**src/rtl/uart_pkg.sv**
```systemverilog
// uart_pkg: tx state encoding and stop-bit encodings shared by the uart blocks
package uart_pkg;
  typedef enum logic [1:0] {IDLE, START, DATA, STOP} tx_state_t;
  localparam logic [1:0] STOP_1 = 2'b00;
  localparam logic [1:0] STOP_1P5 = 2'b01;
  localparam logic [1:0] STOP_2 = 2'b10;
  localparam logic [1:0] STOP_2B = 2'b11;
endpackage

```
**src/rtl/uart_bit_timer.sv**
```systemverilog
// uart_bit_timer: loadable down-counter, tick_o high once len_i cycles have elapsed since load
module uart_bit_timer #(
  parameter int W = 17
) (
  input  logic         clk_i,
  input  logic         rst_i,
  input  logic         load_i,
  input  logic [W-1:0] len_i,
  output logic         tick_o
);
  logic [W-1:0] cnt_q;
  always_ff @(posedge clk_i)
    cnt_q <= rst_i ? '0 : load_i ? len_i - 1'b1 : cnt_q != '0 ? cnt_q - 1'b1 : cnt_q;
  assign tick_o = cnt_q == '0;
endmodule

```
**src/rtl/uart_tx.sv**
```systemverilog
// uart_tx: serial transmitter with snapshotted config, 1/1.5/2 stop bits and sticky done flag
module uart_tx
  import uart_pkg::*;
#(
  parameter int DATA_BITS = 8,
  parameter int CBP_W = 16
) (
  input  logic                 clk_i,
  input  logic                 rst_i,
  input  logic [CBP_W-1:0]     cbp_i,
  input  logic [1:0]           stop_bits_i,
  input  logic [DATA_BITS-1:0] tx_data_i,
  input  logic                 tx_start_i,
  output logic                 tx_o,
  output logic                 busy_o,
  output logic                 tx_done_o
);
  localparam int BW = DATA_BITS > 1 ? $clog2(DATA_BITS) : 1;
  localparam int W = CBP_W + 1;
  tx_state_t state_q, state_d;
  logic [CBP_W-1:0] b_q, b_d;
  logic [1:0] stop_q, stop_d;
  logic [DATA_BITS-1:0] sh_q, sh_d;
  logic [BW-1:0] bit_q, bit_d;
  logic tx_q, tx_d, busy_q, busy_d, done_q, done_d, start_q;
  logic load, tick;
  logic [W-1:0] len, b_ext, stop_len;
  assign b_ext = {1'b0, b_q};
  assign stop_len = stop_q == STOP_1 ? b_ext : stop_q == STOP_1P5 ? b_ext + (b_ext >> 1) : b_ext << 1;
  uart_bit_timer #(.W(W)) u_timer (
    .clk_i (clk_i),
    .rst_i (rst_i),
    .load_i(load),
    .len_i (len),
    .tick_o(tick)
  );
  always_comb begin
    state_d = state_q;
    tx_d = tx_q;
    busy_d = busy_q;
    done_d = done_q;
    bit_d = bit_q;
    sh_d = sh_q;
    b_d = b_q;
    stop_d = stop_q;
    load = 1'b0;
    len = b_ext;
    case (state_q)
      IDLE: if (!start_q && tx_start_i) begin
        state_d = START;
        tx_d = 1'b0;
        busy_d = 1'b1;
        done_d = 1'b0;
        b_d = cbp_i == '0 ? CBP_W'(1) : cbp_i;
        stop_d = stop_bits_i;
        sh_d = tx_data_i;
        load = 1'b1;
        len = {1'b0, b_d};
      end
      START: if (tick) begin
        state_d = DATA;
        tx_d = sh_q[0];
        sh_d = sh_q >> 1;
        bit_d = '0;
        load = 1'b1;
      end
      DATA: if (tick) begin
        load = 1'b1;
        if (bit_q == BW'(DATA_BITS - 1)) begin
          state_d = STOP;
          tx_d = 1'b1;
          len = stop_len;
        end else begin
          bit_d = bit_q + 1'b1;
          tx_d = sh_q[0];
          sh_d = sh_q >> 1;
        end
      end
      STOP: if (tick) begin
        state_d = IDLE;
        busy_d = 1'b0;
        done_d = 1'b1;
      end
      default: state_d = IDLE;
    endcase
  end
  always_ff @(posedge clk_i) begin
    if (rst_i) begin
      state_q <= IDLE;
      tx_q <= 1'b1;
      busy_q <= 1'b0;
      done_q <= 1'b0;
      bit_q <= '0;
      sh_q <= '0;
      b_q <= '0;
      stop_q <= '0;
      start_q <= 1'b1;
    end else begin
      state_q <= state_d;
      tx_q <= tx_d;
      busy_q <= busy_d;
      done_q <= done_d;
      bit_q <= bit_d;
      sh_q <= sh_d;
      b_q <= b_d;
      stop_q <= stop_d;
      start_q <= tx_start_i;
    end
  end
  assign tx_o = tx_q;
  assign busy_o = busy_q;
  assign tx_done_o = done_q;
endmodule

```
**config.mk**
```make
export PLATFORM = sky130hd
export DESIGN_NAME = uart_tx
export DESIGN_NICKNAME = d
export VERILOG_FILES = /design/src/rtl/uart_pkg.sv /design/src/rtl/uart_bit_timer.sv /design/src/rtl/uart_tx.sv
export SDC_FILE = /design/constraint.sdc
export NUM_CORES = 1
export LEC_CHECK = 0
export ABC_AREA = 1
export CAP_MARGIN = 10
export CORE_UTILIZATION = 30
export CTS_BUF_LIST = sky130_fd_sc_hd__clkbuf_2
export DETAILED_ROUTE_END_ITERATION = 8
export HOLD_SLACK_MARGIN = 0.05
export MAX_ROUTING_LAYER = met4
export PLACE_DENSITY_LB_ADDON = 0.15
export SYNTH_ARGS = -nofsm -noshare
export SYNTH_HDL_FRONTEND = slang
export SYNTH_SLANG_ARGS = --single-unit
```
**constraint.sdc**
```tcl
create_clock -name clk_i -period 4.45 [get_ports clk_i]
set_input_delay 0.6675 -clock clk_i [delete_from_list [all_inputs] [get_ports clk_i]]
set_output_delay 0.6675 -clock clk_i [all_outputs]
set_load 0.005 [all_outputs]
```
=== Word-level counts from Yosys, hierarchy flattened ===
Cells that the tools add are included.

* Bits in registers: 52
* Latch bits: 0
* RAM bits: 0
* Bits in read-only memories: 0
* Bits of input ports: 29
* Memories: 0

* Add/subtract/negate cells: 4
* $mul: 0
* Div/mod/pow operators: 0
* $lt $le $gt $ge: 0
* Equality and inequality tests: 11
* Shift-type cells: 0
* Multiplexer cells: 37
* Bitwise operators: 0
* Reductions and logical operators: 18

{| class="wikitable"
|+ Operator list
! cell !! number
|-
| two-way mux 17 bit || 6
|-
| case mux 17 bit (2 select lines) || 1
|-
| subtractor 17 x 1 -> 17 bit, second input constant || 2
|-
| two-way mux 16 bit || 2
|-
| two-way mux 8 bit || 4
|-
| case mux 8 bit (3 select lines) || 1
|-
| adder 16 x 15 -> 17 bit || 1
|-
| logical NOT 17 bit || 1
|-
| nonzero test 17 bit || 1
|-
| logical NOT 16 bit || 1
|-
| != test 2 bit, second input constant || 6
|-
| two-way mux 2 bit || 5
|-
| AND reduction 5 bit || 2
|-
| two-way mux 1 bit || 9
|-
| two-way mux 3 bit || 3
|-
| case mux 2 bit (4 select lines) || 1
|-
| AND reduction 4 bit || 2
|-
| case mux 1 bit (2 select lines) || 3
|-
| case mux 3 bit (2 select lines) || 1
|-
| nonzero test 2 bit || 3
|-
| == test 2 x 1 -> 1 bit, second input constant || 2
|-
| == test 2 bit, second input constant || 2
|-
| logical NOT 2 bit || 2
|-
| adder 3 x 1 -> 3 bit, second input constant || 1
|-
| 8 further kinds || 8
|}

=== Longest topological paths before layout ===
* Word-level depth: 8
* Depth in mapped cells: 23
* Gate-level depth less buffers: 23

=== Hierarchy ===
A second synthesis with hierarchy kept.

* Cells, all modules: 749
* Area, all modules: 4595.7 µm²

{| class="wikitable"
|+ Modules (own cells, without submodules)
! module !! instances !! cells each !! area an instance (µm²)
|-
| uart_tx || 1 || 549 || 3311.9
|-
| uart_bit_timer || 1 || 200 || 1283.7
|}

=== Worst setup path after synthesis ===
No wires, ideal clock.

* Kind: input to register
* Start: input tx_start_i
* End: register u_timer.cnt_q[12]
* Setup time: 128 ps
* Arrival time: 2588 ps
* Data required time: 4322 ps
* Path slack: 1735 ps
* Cell stages on the path: 19
* Path buffers: 1
* Cell sequence: nand2_2 nor2_8 inv_4 or2_4 nand2_2 inv_2 buf_6 a21oi_1 nand2_1 o21ai_1 inv_2 ha_1 nand3_1 nor2_2 nand3_2 nor2_4 or2_1 nand3_1 nor2_1

* Cells in the longest elaborated chain, start to end: 5
* Elaborated cells between the ends (all ways): 8
* Classes of those cells: add/sub (1); mux (5); reduce/logical (2)

{| class="wikitable"
|+ RTL lines
! what !! RTL line !! RTL
|-
| start: declaration || uart_tx.sv:13 || <nowiki>input logic tx_start_i,</nowiki>
|-
| logical AND 1 bit * || uart_tx.sv:49 || <nowiki>IDLE: if (!start_q && tx_start_i) begin</nowiki>
|-
| two-way mux 16 bit || uart_tx.sv:49 ||
|-
| case mux 17 bit (2 select lines) || uart_tx.sv:48 || <nowiki>case (state_q)</nowiki>
|-
| subtractor 17 x 1 -> 17 bit || uart_bit_timer.sv:13 || <nowiki>cnt_q <= rst_i ? '0 : load_i ? len_i - 1'b1 : cnt_q != '0 ? cnt_q - 1'b1 : cnt_q;</nowiki>
|-
| two-way mux 17 bit || uart_bit_timer.sv:13 ||
|-
| end signal: assignment || uart_bit_timer.sv:13 ||
|-
| end: declaration || uart_bit_timer.sv:11 || <nowiki>logic [W-1:0] cnt_q;</nowiki>
|}

Mark *: on every way between the ends. The rest lies on a longest branch, timed or not.
A chain may end at the register's enable or synchronous reset.

=== Worst setup path in the final report ===
* Start: register state_q[0]
* End: register u_timer.cnt_q[12]

* Cells in the longest elaborated chain, start to end: 4
* Elaborated cells between the ends (all ways): 9
* Classes of those cells: add/sub (1); eq/ne (2); mux (3); reduce/logical (3)

{| class="wikitable"
|+ RTL lines
! what !! RTL line !! RTL
|-
| start: declaration || uart_tx.sv:20 || <nowiki>tx_state_t state_q, state_d;</nowiki>
|-
| start signal: assignment || uart_tx.sv:99 || <nowiki>state_q <= state_d;</nowiki>
|-
| == test 2 bit, or another cell as far along || uart_tx.sv:48 ||
|-
| case mux 17 bit (2 select lines) / OR reduction 2 bit (equally long branches) || n/a ||
|-
| subtractor 17 x 1 -> 17 bit / case mux 1 bit (2 select lines) (equally long branches) || uart_bit_timer.sv:13, uart_tx.sv:48 ||
|-
| two-way mux 17 bit / nonzero test 2 bit (equally long branches) || n/a ||
|}

Several ways; a longest one is shown, not always the timed one.

==> impl_results.md <==
- Core box area: between 0.01 and 0.015 mm2
- Die W: 123 um
- Hold Crit Start: sh_q[7]
- RSZ-0062 raised after global routing: no
- Async set-reset flop share out of synthesis: 0
- Slowest-stage cell, CP: dfxtp_1
- Finish-stage setup viols: 0
- Number of synthesized flops with an enable pin: 0
- Final cycle utilization of the critical path: 0.793
- Setup WS post-layout: 0.921 ns
- Diodes inserted: 0
- Setup TNS: 0 ns
- Clk slew on worst S/H paths: 0.28 ns
- Leakage Power: approximately 2.3 nW
- Initial antenna violation count: 0
- PortBufs: 31
- Startpoint types: flip-flop
- YS warnings: 0
- Final Util: 0.339
- Crit-path cells: inv_1, ha_1, inv_2, nor2_8, inv_4, or2_4, nand2_2, inv_2, a21oi_1, nand2_1, o21ai_1, inv_2, ha_1, nand3_1, nor2_2, nand3_2, nor2_4, or2_1, nand3_1, nor2_1
- Hold Path End: sh_q[7]
- Boundary Pins: 32
- Global routing usage on met3: 0.0208
- Met1 usage in global routing: 0.240
- Die Area: 0.0152 mm2
- Max-Cap Viols: 0
- Worst-Margin Slew: 0.809 ns
- Worst Path Arrival: 3.92 ns
- Power density over the cells: 478 mW/mm2
- Fin. Hold Viols: 0
- CTS buffer count: 5
- Distinct cells, synth: 44
- Dpl hpwl: between 10000 and 15000 um
- Avg WL per Cell: 14.1 um
- Number of global-route vias before repair: 4485
- Hold path cells: 2
- RR Startpoint: state_q[0]
- Hold bufs inserted after CTS: 0
- Rows: 44
- Max clock buf depth: 2
- Crit Path Category: reg2reg
- Htree depth: 2
- Seq/Total Area, Yosys: 0.235
- Synth top area cells: dfxtp_1 (24%), nand2_1 (21%), inv_1 (8.0%)
- Post-CTS sizing: 0
- Most used routing layer: met2
- Max Clk Rate: 283 MHz
- Synth Cell Area: between 0.004 and 0.005 mm2
- Antenna Nets Post-Route: 0
- Status: complete, no violations
- Crit path top cell by count: inv_2
- R2R cell count: 20
- Register-to-register setup slack: 0.92 ns
- First-pass GRT wire length: between 20000 and 25000 um
- Pre-CTS WS: slightly below 0.5 ns
- Largest net degree at the start of global routing: 27
- Max incr delay on CP: approximately 0.40 ns
- DRC Markers: 0
- Synth Flop Type: dfxtp_1
- Layout Nets: 829
- HP Class: reg2reg
- Final-report max-slew violation count: 0
- Setup bufs post-CTS: 0
- Setup crit end kind: flip-flop
- Final Cell Area: 0.00491 mm2
- RePlAce Congestion: 0.861
- CTS root buf: clkbuf_2
- Total Wirelength: 13500 um
- Initial DRC count: 208
- Die Span Y: 123 um
- Flops & latches, synth: 52
- Vias: 4750
- Reg2Reg Capture Point: u_timer.cnt_q[12]
- Syn Inst Count: 756
- Total Routing Usage GR: 0.192
- Critical path required time: 4.84 ns
- Maximum vdd ir drop: 0.217 mV
- Clock latency on the worst-skew pair: 0.48 ns
- Post-synth top area share: 0.235
- Synth area leader: dfxtp_1
- Synth Area per Inst: between 5 and 6 um2
- CP Max Fanout: 25
- Initial Util: 0.306
- Syn_nets: 809
- FILL cells: between 1500 and 2000
- Drt pass-1 iters: 5
- Number of vias per cell: slightly below 5
- Placed inst area: 0.00487 mm2
- Share of cells above drive strength 1: 0.0553
- Slew headroom: 0.459
- Layout area overhead: 11.0%
- Layout Skew: roughly 0.016 ns
- Sink Count: between 50 and 60
- TritonCTS clock tree: done
- Overflow left after global routing: 0
- GR Util met2: 0.323
- Cell family with most CP delay: simple AND/OR/NAND/NOR gates
- Period minus WS final: 3.53 ns
- CP bufs+invs: 5
-- tightest hold or removal path: stages (launching register included) --
cell,delay (ns)
dfxtp_1,0.37
nand2_1,0.06
a21oi_1,0.05
-- power breakdown --
part | internal, W | leakage, nW | total, W | switching [W]
Clock | 0.0000390 | 0.0266 | 0.000206 | 0.000167
Combinational | 0.000485 | 1.88 | 0.00149 | 0.00101
Sequential | 0.000583 | 0.426 | 0.000654 | 0.0000711
-- cells by family (layout without fill, tap and decap cells) --
| family | after synthesis | in the layout | share of synthesized area |
|---|---|---|---|
| buf+inv | 124 | 145 | 0.113 |
| flops | 52 | 52 | 0.235 |
| compound gates | 132 | 132 | 0.160 |
| xor+xnor | 3 | 3 | 0.00594 |
| fa+ha+maj | 24 | 24 | 0.0696 |
| simple gates | 421 | 421 | 0.416 |
-- layout by cell type, fill, tap and decap left out, drive strengths merged, types with 2 or more instances in the layout --
cell type,count
nand2,248
inv,101
nor2,80
a21oi,70
nand3,69
dfxtp,52
o21ai,41
clkdlybuf4s50,31
ha,23
a31oi,11
nand4,8
or2,7
clkbuf,6
nor3,5
clkinv,4
nand3b,3
a21o,2
xor2,2
o22ai,2
buf,2
-- state kept, by name, summed over array words and instances (netlist names) --
name	count
b_q	16
bit_q	3
busy_o	1
sh_q	8
start_q	1
state_q	2
stop_q	2
tx_done_o	1
tx_o	1
u_timer.cnt_q	17
-- layout make-up --
cell class	instances	area, um2	area share
Timing Repair Buffer	33	325	0.0662
Multi-Input combinational cell	580	2880	0.587
Clock inverter	2	11.3	0.00229
Sequential cell	52	1040	0.212
Tap cell	184	230	0.0469
Clock buffer	6	30.0	0.00611
Inverter	104	393	0.0800
-- synth_stat cells (2+ instances only) --
master,number
a21oi_2,2
nand4_1,7
nand2_1,244
o21ai_0,38
nand3_2,3
nor2_1,68
ha_1,23
nor2_2,8
inv_1,94
a31oi_1,11
nor3_1,5
or2_2,4
nand2_2,3
buf_2,6
dfxtp_1,52
buf_6,3
clkinv_1,3
nand3_1,66
clkbuf_1,8
a21oi_1,68
nor2_4,2
buf_1,2
inv_2,6
xor2_1,2
o22ai_1,2
o21ai_1,3
nand3b_1,3
nor2_8,2
a21o_1,2
or2_1,2
-- worst max path at each step --
stage,end,slack [ns],depth (start not counted),start
5_1_grt,u_timer.cnt_q[14],0.57,22,state_q[0]
3_3_place_gp,u_timer.cnt_q[12],0.58,19,tx_start_i
3_5_place_dp,u_timer.cnt_q[12],0.48,19,tx_start_i
4_1_cts,u_timer.cnt_q[12],0.94,20,state_q[0]
2_1_floorplan,u_timer.cnt_q[12],1.73,19,tx_start_i
6_report,u_timer.cnt_q[12],0.92,20,state_q[0]
-- stage by stage --
stage               instances  power [W]  hold WS, ns
floorplan                 756    0.00180        0.442
global placement          953    0.00215        0.453
detailed placement        953    0.00215        0.457
CTS                       961    0.00236        0.488
global route              961    0.00260        0.518
finish                    961    0.00235        0.485
-- per-layer routing --
layer	up-vias	routed length, um
li1	2469	-
met1	2132	6370
met2	126	6230
met3	23	576
met4	0	342
met5	-	0
Note: power is estimated with default switching activity, not from simulation.
